File: config.mk
export PLATFORM = sky130hd
export DESIGN_NAME = led_display_frame_writer
export DESIGN_NICKNAME = d
export VERILOG_FILES = /design/src/rtl/led_display_frame_writer.sv
export SDC_FILE = /design/constraint.sdc
export NUM_CORES = 1
export LEC_CHECK = 0
export CAP_MARGIN = 0
export CORE_MARGIN = 4
export CORE_UTILIZATION = 40
export CTS_BUF_LIST = sky130_fd_sc_hd__clkbuf_4 sky130_fd_sc_hd__clkbuf_8 sky130_fd_sc_hd__clkbuf_16
export DETAILED_ROUTE_END_ITERATION = 10
export PLACE_DENSITY_LB_ADDON = 0.1
export SYNTH_ARGS = -nofsm -noshare
export SYNTH_HDL_FRONTEND = slang
export SYNTH_SLANG_ARGS = --single-unit
File: constraint.sdc
create_clock -name clk_in -period 2 [get_ports clk_in]
set_input_delay 0.4 -clock clk_in [delete_from_list [all_inputs] [get_ports clk_in]]
set_output_delay 0.4 -clock clk_in [all_outputs]
set_load 0.05 [all_outputs]
File: src/rtl/led_display_frame_writer.sv
// Raster pixel stream -> double-buffered frame_ram writer; fills the back bank, swaps on reader sync.
// Optional test-pattern generator: define LED_FRAME_WRITER_PATTERN_EN.
module led_display_frame_writer #(
   parameter int NUM_ROW_PIXELS = 32,
   parameter int NUM_COL_PIXELS = 64,
   parameter int RAM_ADDR_WIDTH = 13,
   parameter int RAM_DATA_WIDTH = 32
) (
   input  logic                      clk_in,
   input  logic                      reset_in,
   input  logic [23:0]               pixel_in,
   input  logic                      pixel_valid_in,
   input  logic                      pixel_sof_in,
   output logic                      pixel_ready_out,
   input  logic                      pattern_start_in,
   input  logic                      frame_sync_in,
   output logic                      ram_write_en_out,
   output logic [RAM_ADDR_WIDTH-1:0] ram_address_out,
   output logic [RAM_DATA_WIDTH-1:0] ram_wdata_out,
   output logic                      display_bank_out,
   output logic                      frame_done_out,
   output logic                      sof_error_out
);

   localparam int FRAME_WORDS = NUM_ROW_PIXELS * NUM_COL_PIXELS;
   localparam int ROW_W = (NUM_ROW_PIXELS > 1) ? $clog2(NUM_ROW_PIXELS) : 1;
   localparam int COL_W = (NUM_COL_PIXELS > 1) ? $clog2(NUM_COL_PIXELS) : 1;
   localparam logic [RAM_ADDR_WIDTH-1:0] FRAME_A = RAM_ADDR_WIDTH'(FRAME_WORDS);
   localparam logic [RAM_ADDR_WIDTH-1:0] COLS_A  = RAM_ADDR_WIDTH'(NUM_COL_PIXELS);
   localparam logic [ROW_W-1:0] LAST_ROW = ROW_W'(NUM_ROW_PIXELS - 1);
   localparam logic [COL_W-1:0] LAST_COL = COL_W'(NUM_COL_PIXELS - 1);

   generate
      if (2 * FRAME_WORDS > 2 ** RAM_ADDR_WIDTH) begin : g_addr_chk
         $error("led_display_frame_writer: two frames do not fit in RAM_ADDR_WIDTH");
      end
      if (RAM_DATA_WIDTH < 24) begin : g_data_chk
         $error("led_display_frame_writer: RAM_DATA_WIDTH must be >= 24");
      end
   endgenerate

   typedef enum logic [1:0] {
      S_IDLE,
      S_WRITE,
      S_WAIT_SWAP
`ifdef LED_FRAME_WRITER_PATTERN_EN
      , S_PATTERN
`endif
   } state_t;

   state_t                    state_q, state_d;
   logic [ROW_W-1:0]          row_q, row_d;
   logic [COL_W-1:0]          col_q, col_d;
   logic                      bank_q, bank_d;
   logic                      ready_q, ready_d;
   logic                      we_q, we_d;
   logic [RAM_ADDR_WIDTH-1:0] addr_q, addr_d;
   logic [RAM_DATA_WIDTH-1:0] wdata_q, wdata_d;
   logic                      done_q, done_d;
   logic                      sof_err_q, sof_err_d;

   logic                      accept;
   logic                      pat_active;
   logic                      restart;
   logic                      write_req;
   logic [ROW_W-1:0]          pos_row;
   logic [COL_W-1:0]          pos_col;
   logic                      pos_last;
   logic [23:0]               pat_pix;

`ifdef LED_FRAME_WRITER_PATTERN_EN
   // A pattern request in IDLE masks ready so a simultaneous SOF pixel is refused.
   assign pixel_ready_out = ready_q && !(state_q == S_IDLE && pattern_start_in);
   assign pat_active      = (state_q == S_PATTERN);
`else
   logic unused_pattern_start;
   assign unused_pattern_start = pattern_start_in;
   assign pixel_ready_out      = ready_q;
   assign pat_active           = 1'b0;
`endif

   assign accept   = pixel_valid_in && pixel_ready_out;
   assign restart  = pixel_sof_in && !pat_active;
   assign pos_row  = restart ? '0 : row_q;
   assign pos_col  = restart ? '0 : col_q;
   assign pos_last = (pos_row == LAST_ROW) && (pos_col == LAST_COL);
   assign pat_pix  = {8'(32'(pos_col) * 4), 8'(32'(pos_row) * 8), 8'h00};

   always_comb begin
      state_d   = state_q;
      row_d     = row_q;
      col_d     = col_q;
      bank_d    = bank_q;
      addr_d    = addr_q;
      wdata_d   = wdata_q;
      sof_err_d = sof_err_q;
      we_d      = 1'b0;
      done_d    = 1'b0;
      write_req = 1'b0;

      case (state_q)
         S_IDLE: begin
`ifdef LED_FRAME_WRITER_PATTERN_EN
            if (pattern_start_in) begin
               state_d = S_PATTERN;
               row_d   = '0;
               col_d   = '0;
            end else
`endif
            if (accept && pixel_sof_in) begin
               write_req = 1'b1;
            end
         end
         S_WRITE: begin
            if (accept) begin
               write_req = 1'b1;
               if (pixel_sof_in) begin
                  sof_err_d = 1'b1;
               end
            end
         end
         S_WAIT_SWAP: begin
            if (frame_sync_in) begin
               bank_d  = ~bank_q;
               row_d   = '0;
               col_d   = '0;
               state_d = S_IDLE;
            end
         end
`ifdef LED_FRAME_WRITER_PATTERN_EN
         S_PATTERN: begin
            write_req = 1'b1;
         end
`endif
         default: begin
            state_d = S_IDLE;
         end
      endcase

      if (write_req) begin
         we_d    = 1'b1;
         addr_d  = (bank_q ? '0 : FRAME_A) + RAM_ADDR_WIDTH'(pos_row) * COLS_A
                   + RAM_ADDR_WIDTH'(pos_col);
         wdata_d = RAM_DATA_WIDTH'(pat_active ? pat_pix : pixel_in);
         if (pos_last) begin
            done_d  = 1'b1;
            row_d   = '0;
            col_d   = '0;
            state_d = S_WAIT_SWAP;
         end else begin
            if (pos_col == LAST_COL) begin
               col_d = '0;
               row_d = pos_row + 1'b1;
            end else begin
               col_d = pos_col + 1'b1;
               row_d = pos_row;
            end
`ifdef LED_FRAME_WRITER_PATTERN_EN
            state_d = pat_active ? S_PATTERN : S_WRITE;
`else
            state_d = S_WRITE;
`endif
         end
      end

      ready_d = (state_d == S_IDLE) || (state_d == S_WRITE);
   end

   always_ff @(posedge clk_in or posedge reset_in) begin
      if (reset_in) begin
         state_q   <= S_IDLE;
         row_q     <= '0;
         col_q     <= '0;
         bank_q    <= 1'b0;
         ready_q   <= 1'b0;
         we_q      <= 1'b0;
         addr_q    <= '0;
         wdata_q   <= '0;
         done_q    <= 1'b0;
         sof_err_q <= 1'b0;
      end else begin
         state_q   <= state_d;
         row_q     <= row_d;
         col_q     <= col_d;
         bank_q    <= bank_d;
         ready_q   <= ready_d;
         we_q      <= we_d;
         addr_q    <= addr_d;
         wdata_q   <= wdata_d;
         done_q    <= done_d;
         sof_err_q <= sof_err_d;
      end
   end

   assign ram_write_en_out = we_q;
   assign ram_address_out  = addr_q;
   assign ram_wdata_out    = wdata_q;
   assign display_bank_out = bank_q;
   assign frame_done_out   = done_q;
   assign sof_error_out    = sof_err_q;

endmodule

==> results of run 1 <==
==> cell families (layout without fill, tap and decap cells) <==
kind of cell / after synthesis / after routing / synth area share, %
other: 1 / 9 / 0.158
buffers and inverters: 23 / 107 / 5.42
XOR/XNOR: 2 / 2 / 0.737
AND/OR/NAND/NOR: 126 / 126 / 24.7
flip-flops: 54 / 54 / 56.8
adder cells (fa/ha/maj): 3 / 3 / 1.58
multiplexers: 2 / 2 / 0.947
AO/OA/AOI/OAI: 32 / 32 / 9.58
==> through the flow <==
stage,power [mW],setup WS (ns),utilization [%]
after floorplan,1.73,0.0765,-
after global placement,2.01,-0.344,58.2
after detailed placement,2.01,-0.463,58.2
after CTS,2.61,0.0694,59.7
after global routing,2.71,0.0141,59.7
final,2.57,0.0786,59.7
==> where the power goes <==
group / total [mW] / internal [mW] / switching, mW
sequential: 1.23 / 1.18 / 0.0528
combinational: 0.747 / 0.263 / 0.484
clock: 0.586 / 0.240 / 0.346
total: 2.57 / 1.68 / 0.883
==> registers in the layout, indices dropped and copies added, names as in the netlist <==
signal            flops
pixel_ready_out       1
col_q                 6
state_q               2
ram_address_out      12
sof_error_out         1
ram_write_en_out      1
ram_wdata_out        24
row_q                 5
frame_done_out        1
display_bank_out      1
==> area by class of cell <==
type	count	area, um^2	share of cell area [%]
Sequential cell	54	1350	40.1
Multi-Input combinational cell	174	935	27.7
Timing Repair Buffer	95	890	26.4
Tap cell	72	90.1	2.67
Clock buffer	5	68.8	2.04
Inverter	5	18.8	0.557
Clock inverter	2	15.0	0.446
==> synth_stat cells (2+ instances only) <==
cell type	n	area (um^2)
nand2b_1	7	43.8
inv_1	4	15.0
a21oi_1	2	10.0
or2b_1	2	15.0
a32o_1	3	30.0
nor4_1	3	18.8
o21ai_0	13	65.1
nand3b_1	2	15.0
dfrtp_1	54	1350
nand2_1	89	334
mux2_2	2	22.5
buf_2	7	35.0
buf_4	9	67.6
nor2_1	3	11.3
clkbuf_1	2	7.51
a22o_1	3	26.3
nor2b_1	4	25.0
ha_1	3	37.5
==> worst paths after layout <==
check	slack, ns	to
setup / recovery	0.08	pixel_ready_out
hold / removal	0.38	ram_wdata_out[9]
setup reg to reg	0.19	row_q[3]
hold reg to reg	0.48	ram_wdata_out[4]
max in group asynchronous	1.09	ram_write_en_out
min in group clk_in	0.48	ram_wdata_out[4]
==> timing repair <==
action                                  CTS  global route
endpoints found under the setup margin    8             0
endpoints found under the hold margin     0             0
gates resized for setup                   1             0
==> layer usage <==
metal,GRT usage (%),vias to the layer above
li1,-,974
met3,4.27,2
met5,0,-
met4,3.74,0
met1,20.2,910
met2,24.6,50
==> impl_metrics.tcl, run 1 <==
set metrics [dict create \
    ys_seq_elements 54 \
    maxSlewViolCount 0 \
    hold_class "in2async" \
    vias_per_cell 4.76 \
    min_period_ns 1.92 \
    worst_pin_slew_ns 0.514 \
    ir_drop_mv 0.342 \
    postRouteAntennaNets 0 \
    fillCellCount 504 \
    grt_pass1_vias 1918 \
    grt_overflow 0 \
    fin_cells 407 \
    dieArea_um2 7240 \
    slowest_stage "clkdlybuf4s50_1" \
    power.density_nw_per_um2 762 \
    max_stage_delay_ns 0.82 \
    final_cell_mix "nand2_1, clkdlybuf4s50_1, dfrtp_1, buf_4, o21ai_0" \
    nets 368 \
    cts.sinks 54 \
    cp.required_ns 1.60 \
    top_layer "met4" \
    p_leak_nw 1.61 \
    clock_skew_ns 0.0106 \
    critPathCaptureType "output pin" \
    hold_ws_ns 0.385 \
    crit_path_start "pixel_ready_out" \
    cp.arrival_ns 1.52 \
    drc 0 \
    insertion_delay_ns 0.30 \
    cts_root_buf "clkbuf_8" \
    ys_seq_area_share_pct 56.8 \
    totalWireLength_um 5320 \
    routabilityCongestion 0.853 \
    io_buffers 69 \
    async_reset_ff_share_pct 100 \
    drtIter0Drc 85 \
    setup_viol 0 \
    coreArea_um2 5640 \
    crit_buf_inv 1 \
    fp.dieH_um 85.1 \
    grt_pass1_wl_um 9070 \
    io_pins 80 \
    num_rows 27 \
    hpwl_um 3970 \
    hold_viol 0 \
    status "completed" \
    area_growth_pct 41.7 \
    diodes 0 \
    max-clock-path-buffers 2 \
    rsz0062_at_grt "false" \
    post_cts_buffers 0 \
    cp_max_fo 4 \
    reg2reg_from "col_q[1]" \
    reg2regPathDepth 6 \
    start_kind "register" \
    slew_headroom_pct 65.7 \
    wl_per_cell_um 13.1 \
    yosysWarningCount 0 \
    synth_area_um2 2380 \
    syn_area_per_cell_um2 9.78 \
    synth_edf_count 0 \
    path_cells "clkdlybuf4s50_1" \
    initial_core_util_pct 42.1 \
    ctsHoldBuffers 0 \
    grt_max_degree 39 \
    fin_crit_sh_pct 96.1 \
    ctsHtreeMaxLevel 2 \
    cp_top_family "buffers and inverters" \
    antenna_found_initial 0 \
    grt_usage_pct 15.2 \
    fin_tns_setup_ns 0 \
    layout-drive-gt1-share_pct 14.0 \
    finalInstanceArea_um2 3370 \
    cts_buffers 5 \
    die_x_um 85.1 \
    wl_met3_um 300 \
    cts_tree "built" \
    crit_cells 1 \
    critPathKind "reg2out" \
    dp.cells 400 \
    final_common_cell "nand2_1" \
    yosys_most_used_dff "dfrtp_1" \
    place_area_um2 3290 \
    route.met2.wl_um 2460 \
    ys_types 49 \
    path_clk_slew_ns 0.10 \
    drt_pass1_iterations 4 \
    via_count 1936 \
    synthCells 243 \
    maxCapViolCount 0 \
    timing.fmax_mhz 520 \
    m1WireLength_um 2540 \
]
(Power assumes the default switching activity.)
==> run 2, diff against run 1 <==
==> constraint.sdc (replaced) <==
create_clock -name clk_in -period 2 [get_ports clk_in]
set_input_delay 0.4 -clock clk_in [delete_from_list [all_inputs] [get_ports clk_in]]
set_output_delay 0.4 -clock clk_in [all_outputs]
set_load 0.01 [all_outputs]
==> run 2 against run 1 <==
Compared with the run above:
- critical path depth increased by 7
- sequential power hardly changed
- first-iteration DRC count is 4.7% lower
- largest cell class unchanged
==> impl_metrics.tcl, run 2 (same netlist as run 1, synthesis figures left out) <==
set metrics [dict create \
    drt_pass1_iterations 4 \
    routabilityCongestion 0.854 \
    timing.fmax_mhz 535 \
    initial_core_util_pct 42.1 \
    die_x_um 85.1 \
    route.met2.wl_um 2460 \
    ir_drop_mv 0.303 \
    fillCellCount 489 \
    largest_reg_flops 24 \
    dp.cells 402 \
    antenna_found_initial 0 \
    max-clock-path-buffers 2 \
    rrSetupSlack_ns 0.21 \
    hpwl_um 3970 \
    cts_tree "built" \
    ctsHtreeMaxLevel 2 \
    via_count 1950 \
    cts_root_buf "clkbuf_8" \
    finalInstanceArea_um2 3420 \
    reg2reg_from "col_q[1]" \
    coreArea_um2 5640 \
    setup_viol 0 \
    postRouteAntennaNets 0 \
    reg2regPathDepth 6 \
    area_growth_pct 43.8 \
    critPathCaptureType "register" \
    register_area_um2 1350 \
    min_period_ns 1.87 \
    cts.sinks 54 \
    totalWireLength_um 5250 \
    hold_viol 0 \
    cts_buffers 5 \
    path_clk_slew_ns 0.10 \
    io_pins 80 \
    dieArea_um2 7240 \
    io_buffers 69 \
    cp-endpoint "row_q[3]" \
    grt_overflow 0 \
    grt_usage_pct 14.9 \
    start_kind "input pin" \
    diodes 0 \
    pre_cts_ws_ns -0.465 \
    hold_class "in2async" \
    rsz0062_at_grt "false" \
    wl_met3_um 265 \
    vias_per_cell 4.76 \
    setup_ws_ns 0.129 \
    maxCapViolCount 0 \
    fp.dieH_um 85.1 \
    m1WireLength_um 2480 \
    place_area_um2 3310 \
    grt_pass1_wl_um 8850 \
    final_common_cell "nand2_1" \
    grt_max_degree 39 \
    critPathKind "in2reg" \
    fin_crit_sh_pct 93.5 \
    clock_skew_ns 0.00316 \
    final_cell_mix "nand2_1, clkdlybuf4s50_1, dfrtp_1, buf_4, o21ai_0" \
    p_leak_nw 1.63 \
    maxSlewViolCount 0 \
    drtIter0Drc 81 \
    status "completed" \
    insertion_delay_ns 0.30 \
    top_layer "met4" \
    wl_per_cell_um 12.8 \
    grt_pass1_vias 1884 \
    multi_input_area_um2 935 \
    cp.arrival_ns 2.08 \
    cp_max_fo 8 \
    fin_cells 410 \
    power.density_nw_per_um2 717 \
    drc 0 \
    num_rows 27 \
    r2r-end "row_q[3]" \
    layout-drive-gt1-share_pct 13.9 \
    post_cts_buffers 0 \
    cp.required_ns 2.21 \
    nets 370 \
    crit_path_start "pixel_sof_in" \
]
## run 2: cell count changes in the layout (fill, tap and decap cells not counted)
cell             delta
buf_4               -1
bufinv_16           +1
clkdlybuf4s50_1     +3
clkinv_2            +1
clkinvlp_4          -2
inv_6               +1
## run 2: final cells by class
cell class	count	area share, %
Clock inverter	3	1.28
Multi-Input combinational cell	174	27.3
Inverter	5	0.549
Sequential cell	54	39.5
Timing Repair Buffer	97	26.7
Clock buffer	5	2.01
Tap cell	72	2.63
## run 2: how the worst min path moves through the flow
stage | depth (start not counted) | startpoint | slack [ns] | end
6_report | 2 | reset_in | 0.37 | ram_wdata_out[9]
5_1_grt | 2 | reset_in | 0.42 | ram_wdata_out[12]
4_1_cts | 2 | reset_in | 0.38 | ram_wdata_out[9]
3_5_place_dp | 2 | ram_wdata_out[0] | 0.46 | ram_wdata_out[0]
3_3_place_gp | 1 | sof_error_out | 0.45 | sof_error_out
2_1_floorplan | 1 | row_q[4] | 0.46 | row_q[4]
## run 2: worst max-delay path, stage by stage
cell           delay, ns
dlygate4sd2_1       0.32
nand2b_1            0.19
inv_1               0.06
ha_1                0.16
nand2_1             0.10
or3_4               0.37
or2_0               0.25
o311ai_2            0.23
## run 2: what timing repair did
action | in CTS | in global routing
setup endpoints to repair | 7 | 0
gates resized for setup | 1 | 0
hold buffers | 0 | 0
## run 2: metrics by stage
stage | hold WS (ns) | util, % | power (mW) | setup TNS (ns)
finish | 0.374 | 60.6 | 2.45 | 0
global route | 0.417 | 60.6 | 2.58 | 0
CTS | 0.378 | 60.6 | 2.48 | 0
detailed placement | 0.462 | 58.6 | 1.75 | -4.97
global placement | 0.453 | 58.6 | 1.74 | -3.76
floorplan | 0.458 | - | 1.47 | 0
## run 2: per-layer routing
metal	vias up	global-route usage, %
met3	4	3.69
li1	975	-
met5	-	0
met2	44	24.4
met4	0	3.74
met1	927	19.8
## run 2: power by group
part           internal [mW]  leakage, nW  total [mW]  switching, mW
registers               1.18        0.690        1.23         0.0526
clock network          0.376       0.0585       0.735          0.360
logic                  0.267        0.887       0.483          0.216
==> run 3, diff against run 2 <==
--- a/config.mk
+++ b/config.mk
@@ -11,6 +11,7 @@
 export CTS_BUF_LIST = sky130_fd_sc_hd__clkbuf_4 sky130_fd_sc_hd__clkbuf_8 sky130_fd_sc_hd__clkbuf_16
 export DETAILED_ROUTE_END_ITERATION = 10
 export PLACE_DENSITY_LB_ADDON = 0.1
+export RECOVER_POWER = 25
 export SYNTH_ARGS = -nofsm -noshare
 export SYNTH_HDL_FRONTEND = slang
 export SYNTH_SLANG_ARGS = --single-unit
==> run 3 against run 2 <==
Compared with the run above:
- core utilization is 0.22 points lower
- cell count is the same
- die area is the same
- largest cell class unchanged
- clock skew did not move
- sequential power hardly changed
- worst hold slack better by 0.10 ns
- global-route usage did not move
- combinational power down 0.8%
==> impl_metrics.tcl, run 3 (same netlist as run 1, synthesis figures left out) <==
set metrics [dict create \
    via_count 1951 \
    drtIter0Drc 80 \
    cts.sinks 54 \
    p_leak_nw 1.63 \
    cp.arrival_ns 2.08 \
    max-clock-path-buffers 2 \
    rsz0062_at_grt "false" \
    cp_max_fo 8 \
    setup_viol 0 \
    slowest_stage "or3_4" \
    drt_pass1_iterations 4 \
    dp.cells 402 \
    final_common_cell "nand2_1" \
    finalInstanceArea_um2 3410 \
    maxSlewViolCount 0 \
    ctsHtreeMaxLevel 2 \
    slew_headroom_pct 60.7 \
    clock_skew_ns 0.00316 \
    hold_viol 0 \
    critPathCaptureType "register" \
    fp.dieH_um 85.1 \
    cp_top_family "simple AND/OR/NAND/NOR gates" \
    timing.fmax_mhz 535 \
    insertion_delay_ns 0.30 \
    wl_per_cell_um 12.8 \
    fin_util_pct 60.4 \
    routabilityCongestion 0.854 \
    dieArea_um2 7240 \
    place_area_um2 3310 \
    totalWireLength_um 5240 \
    num_rows 27 \
    power.density_nw_per_um2 719 \
    drc 0 \
    layout-drive-gt1-share_pct 13.6 \
    post_cts_buffers 0 \
    min_period_ns 1.87 \
    io_pins 80 \
    postRouteAntennaNets 0 \
    cts_root_buf "clkbuf_8" \
    grt_overflow 0 \
    die_x_um 85.1 \
    ir_drop_mv 0.303 \
    critPathKind "in2reg" \
    grt_usage_pct 14.9 \
    final_cell_mix "nand2_1, clkdlybuf4s50_1, dfrtp_1, buf_4, o21ai_0" \
    nets 370 \
    cts_buffers 5 \
    diodes 0 \
    maxCapViolCount 0 \
    coreArea_um2 5640 \
    max_stage_delay_ns 0.37 \
    initial_core_util_pct 42.1 \
    fin_cells 410 \
    start_kind "input pin" \
    hpwl_um 3970 \
    largest_reg_flops 24 \
    crit_buf_inv 2 \
    hold_class "reg2reg" \
    power_mw 2.45 \
    cts_tree "built" \
    vias_per_cell 4.76 \
    fillCellCount 491 \
    worst_pin_slew_ns 0.588 \
    antenna_found_initial 0 \
    path_cells "dlygate4sd2_1, nand2b_1, inv_1, ha_1, nand2_1, or3_4, or2_0, o311ai_2" \
    grt_max_degree 39 \
    grt_pass1_vias 1884 \
    io_buffers 69 \
    path_clk_slew_ns 0.10 \
    cp.required_ns 2.21 \
    grt_pass1_wl_um 8850 \
    fin_crit_sh_pct 93.5 \
    area_growth_pct 43.3 \
    status "completed" \
    fin_tns_setup_ns 0 \
]
-- run 3: report_power, final --
| part | switching (mW) | internal [mW] |
|---|---|---|
| clock network | 0.360 | 0.376 |
| registers | 0.0526 | 1.18 |
| logic | 0.215 | 0.264 |
| total | 0.628 | 1.82 |
-- run 3: what timing repair did --
item,CTS,global route
setup endpoints to repair,7,0
hold buffers,0,0
gates resized for setup,1,0
-- run 3: area by class of cell --
| class | count | area, um^2 | share of cell area [%] |
|---|---|---|---|
| Clock buffer | 5 | 68.8 | 2.02 |
| Clock inverter | 3 | 43.8 | 1.29 |
| Inverter | 5 | 18.8 | 0.551 |
| Multi-Input combinational cell | 174 | 935 | 27.4 |
| Sequential cell | 54 | 1350 | 39.7 |
| Tap cell | 72 | 90.1 | 2.64 |
| Timing Repair Buffer | 97 | 900 | 26.4 |
-- run 3: path summary, 6_finish.rpt --
path	startpoint	endpoint	slack (ns)	cells after the start
setup / recovery	pixel_sof_in	row_q[3]	0.13	8
hold / removal	ram_wdata_out[20]	ram_wdata_out[20]	0.48	2
max in group asynchronous	reset_in	sof_error_out	0.42	3
min in group asynchronous	reset_in	ram_wdata_out[9]	0.59	2
setup reg to reg	col_q[1]	row_q[3]	0.21	6
hold reg to reg	ram_wdata_out[20]	ram_wdata_out[20]	0.48	2
-- run 3: tightest hold or removal path: stages, from the launching register on --
cell and delay [ns]:
dfrtp_1 0.35, nand2_1 0.05, nand2_1 0.05
-- run 3: layer usage --
layer | part of all wire (%) | global-route usage [%]
met5 | 0 | 0
met4 | 0.84 | 3.74
met3 | 5.1 | 3.69
met2 | 47 | 24.4
met1 | 47 | 19.8
-- run 3: per-stage QoR --
step,worst slack [ns],hold slack [ns]
floorplan,0.0765,0.458
global placement,-0.342,0.453
detailed placement,-0.465,0.462
CTS,0.135,0.378
global route,0.00999,0.502
finish,0.129,0.479
